File: config.mk
export PLATFORM = sky130hd
export DESIGN_NAME = regfile_sb
export DESIGN_NICKNAME = d
export VERILOG_FILES = /design/src/rtl/regfile_sb.sv
export SDC_FILE = /design/constraint.sdc
export NUM_CORES = 2
export LEC_CHECK = 0
export CAP_MARGIN = 20
export CORE_ASPECT_RATIO = 0.5
export CORE_MARGIN = 4
export CORE_UTILIZATION = 45
export DETAILED_ROUTE_END_ITERATION = 8
export GPL_ROUTABILITY_DRIVEN = 0
export GPL_TIMING_DRIVEN = 0
export PLACE_DENSITY = 0.67
export REMOVE_ABC_BUFFERS = 1
export SETUP_SLACK_MARGIN = 0.2
export SYNTH_ARGS = -nofsm -noshare
export SYNTH_HDL_FRONTEND = slang
export SYNTH_SLANG_ARGS = --single-unit
export TNS_END_PERCENT = 30
File: constraint.sdc
create_clock -name clk_i -period 45 [get_ports clk_i]
set_clock_uncertainty 0.15 [all_clocks]
set_input_delay 9 -clock clk_i [delete_from_list [all_inputs] [get_ports clk_i]]
set_output_delay 9 -clock clk_i [all_outputs]
set_load 0.01 [all_outputs]
File: src/rtl/regfile_sb.sv
// rtl/regfile_sb.sv - register file with pending-write scoreboard and one-register-per-cycle clear sweep
// Define REGFILE_BYPASS_EN to forward same-cycle writeback data to the read ports.
module regfile_sb #(
  parameter int unsigned XLEN    = 32,
  parameter int unsigned NREGS   = 32,
  parameter int unsigned NREAD   = 2,
  parameter logic [31:0] SP_INIT = 32'h7FF0,
  parameter logic [31:0] GP_INIT = 32'h4000,
  localparam int unsigned AW     = $clog2(NREGS)
) (
  input  logic                  clk_i,
  input  logic                  rst_i,
  input  logic                  we_i,
  input  logic [AW-1:0]         rd_i,
  input  logic [XLEN-1:0]       rd_data_i,
  input  logic                  rsv_i,
  input  logic [AW-1:0]         rsv_addr_i,
  input  logic [NREAD*AW-1:0]   rs_addr_i,
  output logic [NREAD*XLEN-1:0] rs_data_o,
  output logic [NREAD-1:0]      busy_o,
  input  logic                  clr_i,
  output logic                  ready_o
);

  typedef enum logic {
    IDLE  = 1'b0,
    SWEEP = 1'b1
  } state_t;

  state_t          state_q, state_d;
  logic [AW-1:0]   cnt_q, cnt_d;
  logic            sweep_we;
  logic            wr_ok;
  logic            rsv_ok;
  logic [XLEN-1:0] regs_q [NREGS];
  logic [NREGS-1:0] busy_q, busy_d;
  logic [AW-1:0]   port_addr [NREAD];

  function automatic logic [XLEN-1:0] init_val(input logic [AW-1:0] idx);
    logic [XLEN-1:0] v;
    v = '0;
    if (idx == AW'(2))
      v = XLEN'(SP_INIT);
    else if (idx == AW'(3))
      v = XLEN'(GP_INIT);
    return v;
  endfunction

  // Writebacks and reservations are only honoured while idle; index 0 is never stored or reserved.
  assign wr_ok  = we_i && ready_o && (rd_i != '0);
  assign rsv_ok = rsv_i && ready_o && (rsv_addr_i != '0);

  always_ff @(posedge clk_i or posedge rst_i) begin
    if (rst_i) begin
      state_q <= IDLE;
      cnt_q   <= '0;
    end else begin
      state_q <= state_d;
      cnt_q   <= cnt_d;
    end
  end

  always_comb begin
    state_d  = state_q;
    cnt_d    = cnt_q;
    ready_o  = 1'b0;
    sweep_we = 1'b0;
    case (state_q)
      IDLE: begin
        ready_o = 1'b1;
        if (clr_i) begin
          state_d = SWEEP;
          cnt_d   = AW'(1);
        end
      end
      SWEEP: begin
        sweep_we = 1'b1;
        cnt_d    = cnt_q + AW'(1);
        if (cnt_q == AW'(NREGS - 1)) begin
          state_d = IDLE;
          cnt_d   = '0;
        end
      end
      default: begin
        state_d = IDLE;
        cnt_d   = '0;
      end
    endcase
  end

  always_ff @(posedge clk_i or posedge rst_i) begin
    if (rst_i) begin
      for (int i = 0; i < NREGS; i++)
        regs_q[i] <= init_val(AW'(i));
    end else if (sweep_we) begin
      regs_q[cnt_q] <= init_val(cnt_q);
    end else if (wr_ok) begin
      regs_q[rd_i] <= rd_data_i;
    end
  end

  // Reservation is applied after the writeback clear so the newer instruction keeps the register busy.
  always_comb begin
    busy_d = busy_q;
    if (wr_ok)
      busy_d[rd_i] = 1'b0;
    if (rsv_ok)
      busy_d[rsv_addr_i] = 1'b1;
    if (sweep_we)
      busy_d[cnt_q] = 1'b0;
  end

  always_ff @(posedge clk_i or posedge rst_i) begin
    if (rst_i)
      busy_q <= '0;
    else
      busy_q <= busy_d;
  end

  for (genvar g = 0; g < NREAD; g++) begin : g_port_addr
    assign port_addr[g] = rs_addr_i[g*AW +: AW];
  end

  always_comb begin
    rs_data_o = '0;
    busy_o    = '0;
    for (int k = 0; k < NREAD; k++) begin
      if (port_addr[k] != '0) begin
        rs_data_o[k*XLEN +: XLEN] = regs_q[port_addr[k]];
        busy_o[k]                 = busy_q[port_addr[k]];
`ifdef REGFILE_BYPASS_EN
        if (wr_ok && (rd_i == port_addr[k])) begin
          rs_data_o[k*XLEN +: XLEN] = rd_data_i;
          busy_o[k]                 = rsv_ok && (rsv_addr_i == port_addr[k]);
        end
`endif
      end
    end
  end

endmodule

==> results.cfg <==
[cts]
hold_buffers = 0
worstSkewPairLatency_ps = 710
cts-resized-gates = 0
cts.path.max_buffers = 3
cts.sinks = 1062
clockRootBuffer = clkbuf_16
cts_post_setup_buffers_inserted = 0
cts_tree = built
clk_pin_slew_ps = 60
htreeDepth = 3
cts_inserted_buffers = 105

[routing]
drt-pass1-iter-count = 6
routed.top_layer = met5
finalWirelength_um = 235000
drt_iter0_drc = 6622
wl_met1_um = 84600
met2_length_um = 102000
vias_per_cell = 7.08
routed-via-count = 48259
dr_wl_met3_um = 32700
postRouteAntennaNets = 0
routedWlPerCell_um = 34.5
drc_errors = 0

[sta]
hold_viol = 0
fin_crit_sh = 0.506
finalSetupViolCount = 0
timing.fmax_mhz = 43.9
setup_ws_ps = 22220
rsz0062_at_grt = false
worstMarginPinSlew_ps = 1210
slew_headroom = 0.186
finalMaxSlewViolations = 0
fin_crit_ps = 22780

[status]
status = completed

[global_routing]
antenna_found_initial = 12
grt_util_all_layers = 0.321
grt-ovfl-total = 0
grt_max_degree = 138
grt_pass1_vias = 49198
grt_pass1_wl_um = 339000

[final_layout]
drive_gt1_frac = 0.353
fill_cells = 11189
instances_no_fill = 6817
syn2layout_area_growth_pct = 13.9
multi_input_area_sq_mm = 0.0330
regArea_sq_mm = 0.0266
fin_util = 0.520
layout.nets = 4994

[worst_setup_path]
cp_slowest_cell = a311oi_1
arrival_ps = 13630
crit_path_frequent_cell = buf_12
required_ps = 35850
endpoint_kind = output pin
cp_max_fo = 34
cp-start-kind = input port
rr_endpoint = busy_q[2]$_DFF_PP0_
r2r_slack_ps = 41490
timing.critical_path.cells = buf_2 > buf_12 > or2_4 > or4_2 > buf_12 > o21ai_0 > a311oi_1 > clkdlybuf4s50_1
path_class = input port to output pin
reg2reg_depth = 8
max_stage_delay_ps = 920
reg2reg_from = cnt_q[0]$_DFFE_PP0P_

[synth]
syn_avg_cell_area_sq_um = 12.2
postSynth.asyncResetShare = 1.00
ys_seq_area_frac = 0.431
synth_area_leader_cell = dfrtp_1
synth_area_sq_mm = 0.0617
yosys.area.top_type_share = 0.426
yosys-top-cells-area = dfrtp_1 43%, mux4_2 17%, mux2_2 16%
syn_inst = 5072
synth_edf_count = 0
synth_warnings = 0
ys.flop_type = dfrtp_1
ys_types = 62
yosysMostFrequentCell = dfrtp_1
ys_ff_latch = 1062
synthTopCellsByCount = 1050 x dfrtp_1, 951 x nor2_1, 853 x mux2_2

[place]
placed_cells_incl_taps = 6598
port_buffers = 123
pre_cts_ws_ps = 22650
dp_hpwl_um = 148000

[power]
p_sw_mw = 0.801
cellInternalPower_mw = 1.72
power_frac_seq = 0.402
power.density_mw_per_mm2 = 35.9
p_clk_frac = 0.376
p_sw_frac = 0.318
power.leakage_nw = 30.7
comb_power_share = 0.222
vdd_drop_max_uv = 33.6

[min_path]
hold_end = regs_q[1004]$_DFFE_PP0P_
hold_path.class = register to register
hold_depth = 1
holdCritStartpoint = regs_q[1004]$_DFFE_PP0P_

[floorplan]
io_pins = 124
dieArea_sq_mm = 0.143
num_rows = 95
die_h_um = 270
fp.dieW_um = 532
core-area_sq_mm = 0.135
initial_core_util = 0.456

[run]
drv_cap = 0
==> placed cells by master (no fill, tap or decap), drive strengths merged, types with 12 or more instances in the layout <==
| master | n |
|---|---|
| dfrtp | 1050 |
| mux2 | 1010 |
| nor2 | 952 |
| mux4 | 462 |
| o21ai | 189 |
| buf | 169 |
| nand2 | 166 |
| clkbuf | 153 |
| mux2i | 131 |
| clkdlybuf4s50 | 113 |
| nor2b | 73 |
| a22oi | 66 |
| a211oi | 66 |
| a311oi | 66 |
| a221oi | 48 |
| and2 | 27 |
| a21o | 25 |
| nand3 | 25 |
| clkinv | 23 |
| o2111ai | 18 |
| inv | 17 |
| nor4 | 16 |
| a21oi | 16 |
| a31oi | 15 |
| o211ai | 13 |
| bufinv | 12 |
| dfstp | 12 |
==> how the worst max path moves through the flow <==
stage	from	end	slack (ps)
floorplan	rst_i	busy_q[0]$_DFF_PP0_	5980
global placement	rs_addr_i[1]	rs_data_o[15]	-6540
detailed placement	rs_addr_i[3]	rs_data_o[13]	22650
CTS	rs_addr_i[3]	rs_data_o[13]	22660
global route	rs_addr_i[3]	rs_data_o[1]	22340
finish	rs_addr_i[3]	rs_data_o[1]	22220
==> per-layer routing <==
metal  global-route usage  vias up
li1                     -    18357
met1                0.403    25027
met2                0.469     3818
met3                0.129     1033
met4                0.186       24
met5              0.00296        -
==> cells by family (layout without fill, tap and decap cells) <==
kind of cell | count (synthesis) | count (layout) | synth area share
flip-flops | 1062 | 1062 | 0.431
other | 0 | 7 | 0
adder cells (fa/ha/maj) | 5 | 5 | 0.00101
multiplexers | 1603 | 1603 | 0.374
AO/OA/AOI/OAI | 553 | 553 | 0.0668
buffers and inverters | 547 | 491 | 0.0393
AND/OR/NAND/NOR | 1302 | 1302 | 0.0876
==> registers in the layout, summed over array words and instances (netlist names) <==
| signal | count |
|---|---|
| cnt_q | 5 |
| regs_q | 1024 |
| busy_q | 32 |
| state_q | 1 |
==> critical path, delay by kind of cell <==
| family | cells | cell delay [ps] |
|---|---|---|
| simple gates | 2 | 1550 |
| compound gates | 2 | 1040 |
| buf+inv | 4 | 1970 |
==> power groups by stage <==
stage / clock, mW / sequential, mW / combinational (mW)
2_1_floorplan: 0 / 1.02 / 0.246
3_3_place_gp: 0 / 1.03 / 0.489
3_5_place_dp: 0 / 1.03 / 0.517
4_1_cts: 0.947 / 1.01 / 0.520
5_1_grt: 0.989 / 1.02 / 0.568
6_report: 0.947 / 1.01 / 0.560
==> layout make-up <==
type	instances	area share
diodes	7	0.000249
multi-input cells	3463	0.469
flip-flops and latches	1062	0.378
repair buffers	285	0.0682
inverters	15	0.000979
clock buffers	151	0.0437
well taps	1794	0.0319
clock inverters	40	0.00750
==> stage by stage <==
stage	power (mW)	TNS, ps	instance area, sq um	hold WS (ps)
global route	2.57	0	70300	366
global placement	1.52	-5646820	62800	321
floorplan	1.27	0	59300	311
CTS	2.48	0	69800	353
finish	2.52	0	70300	357
detailed placement	1.55	0	66200	338
Power figures use the tool's default switching activity.
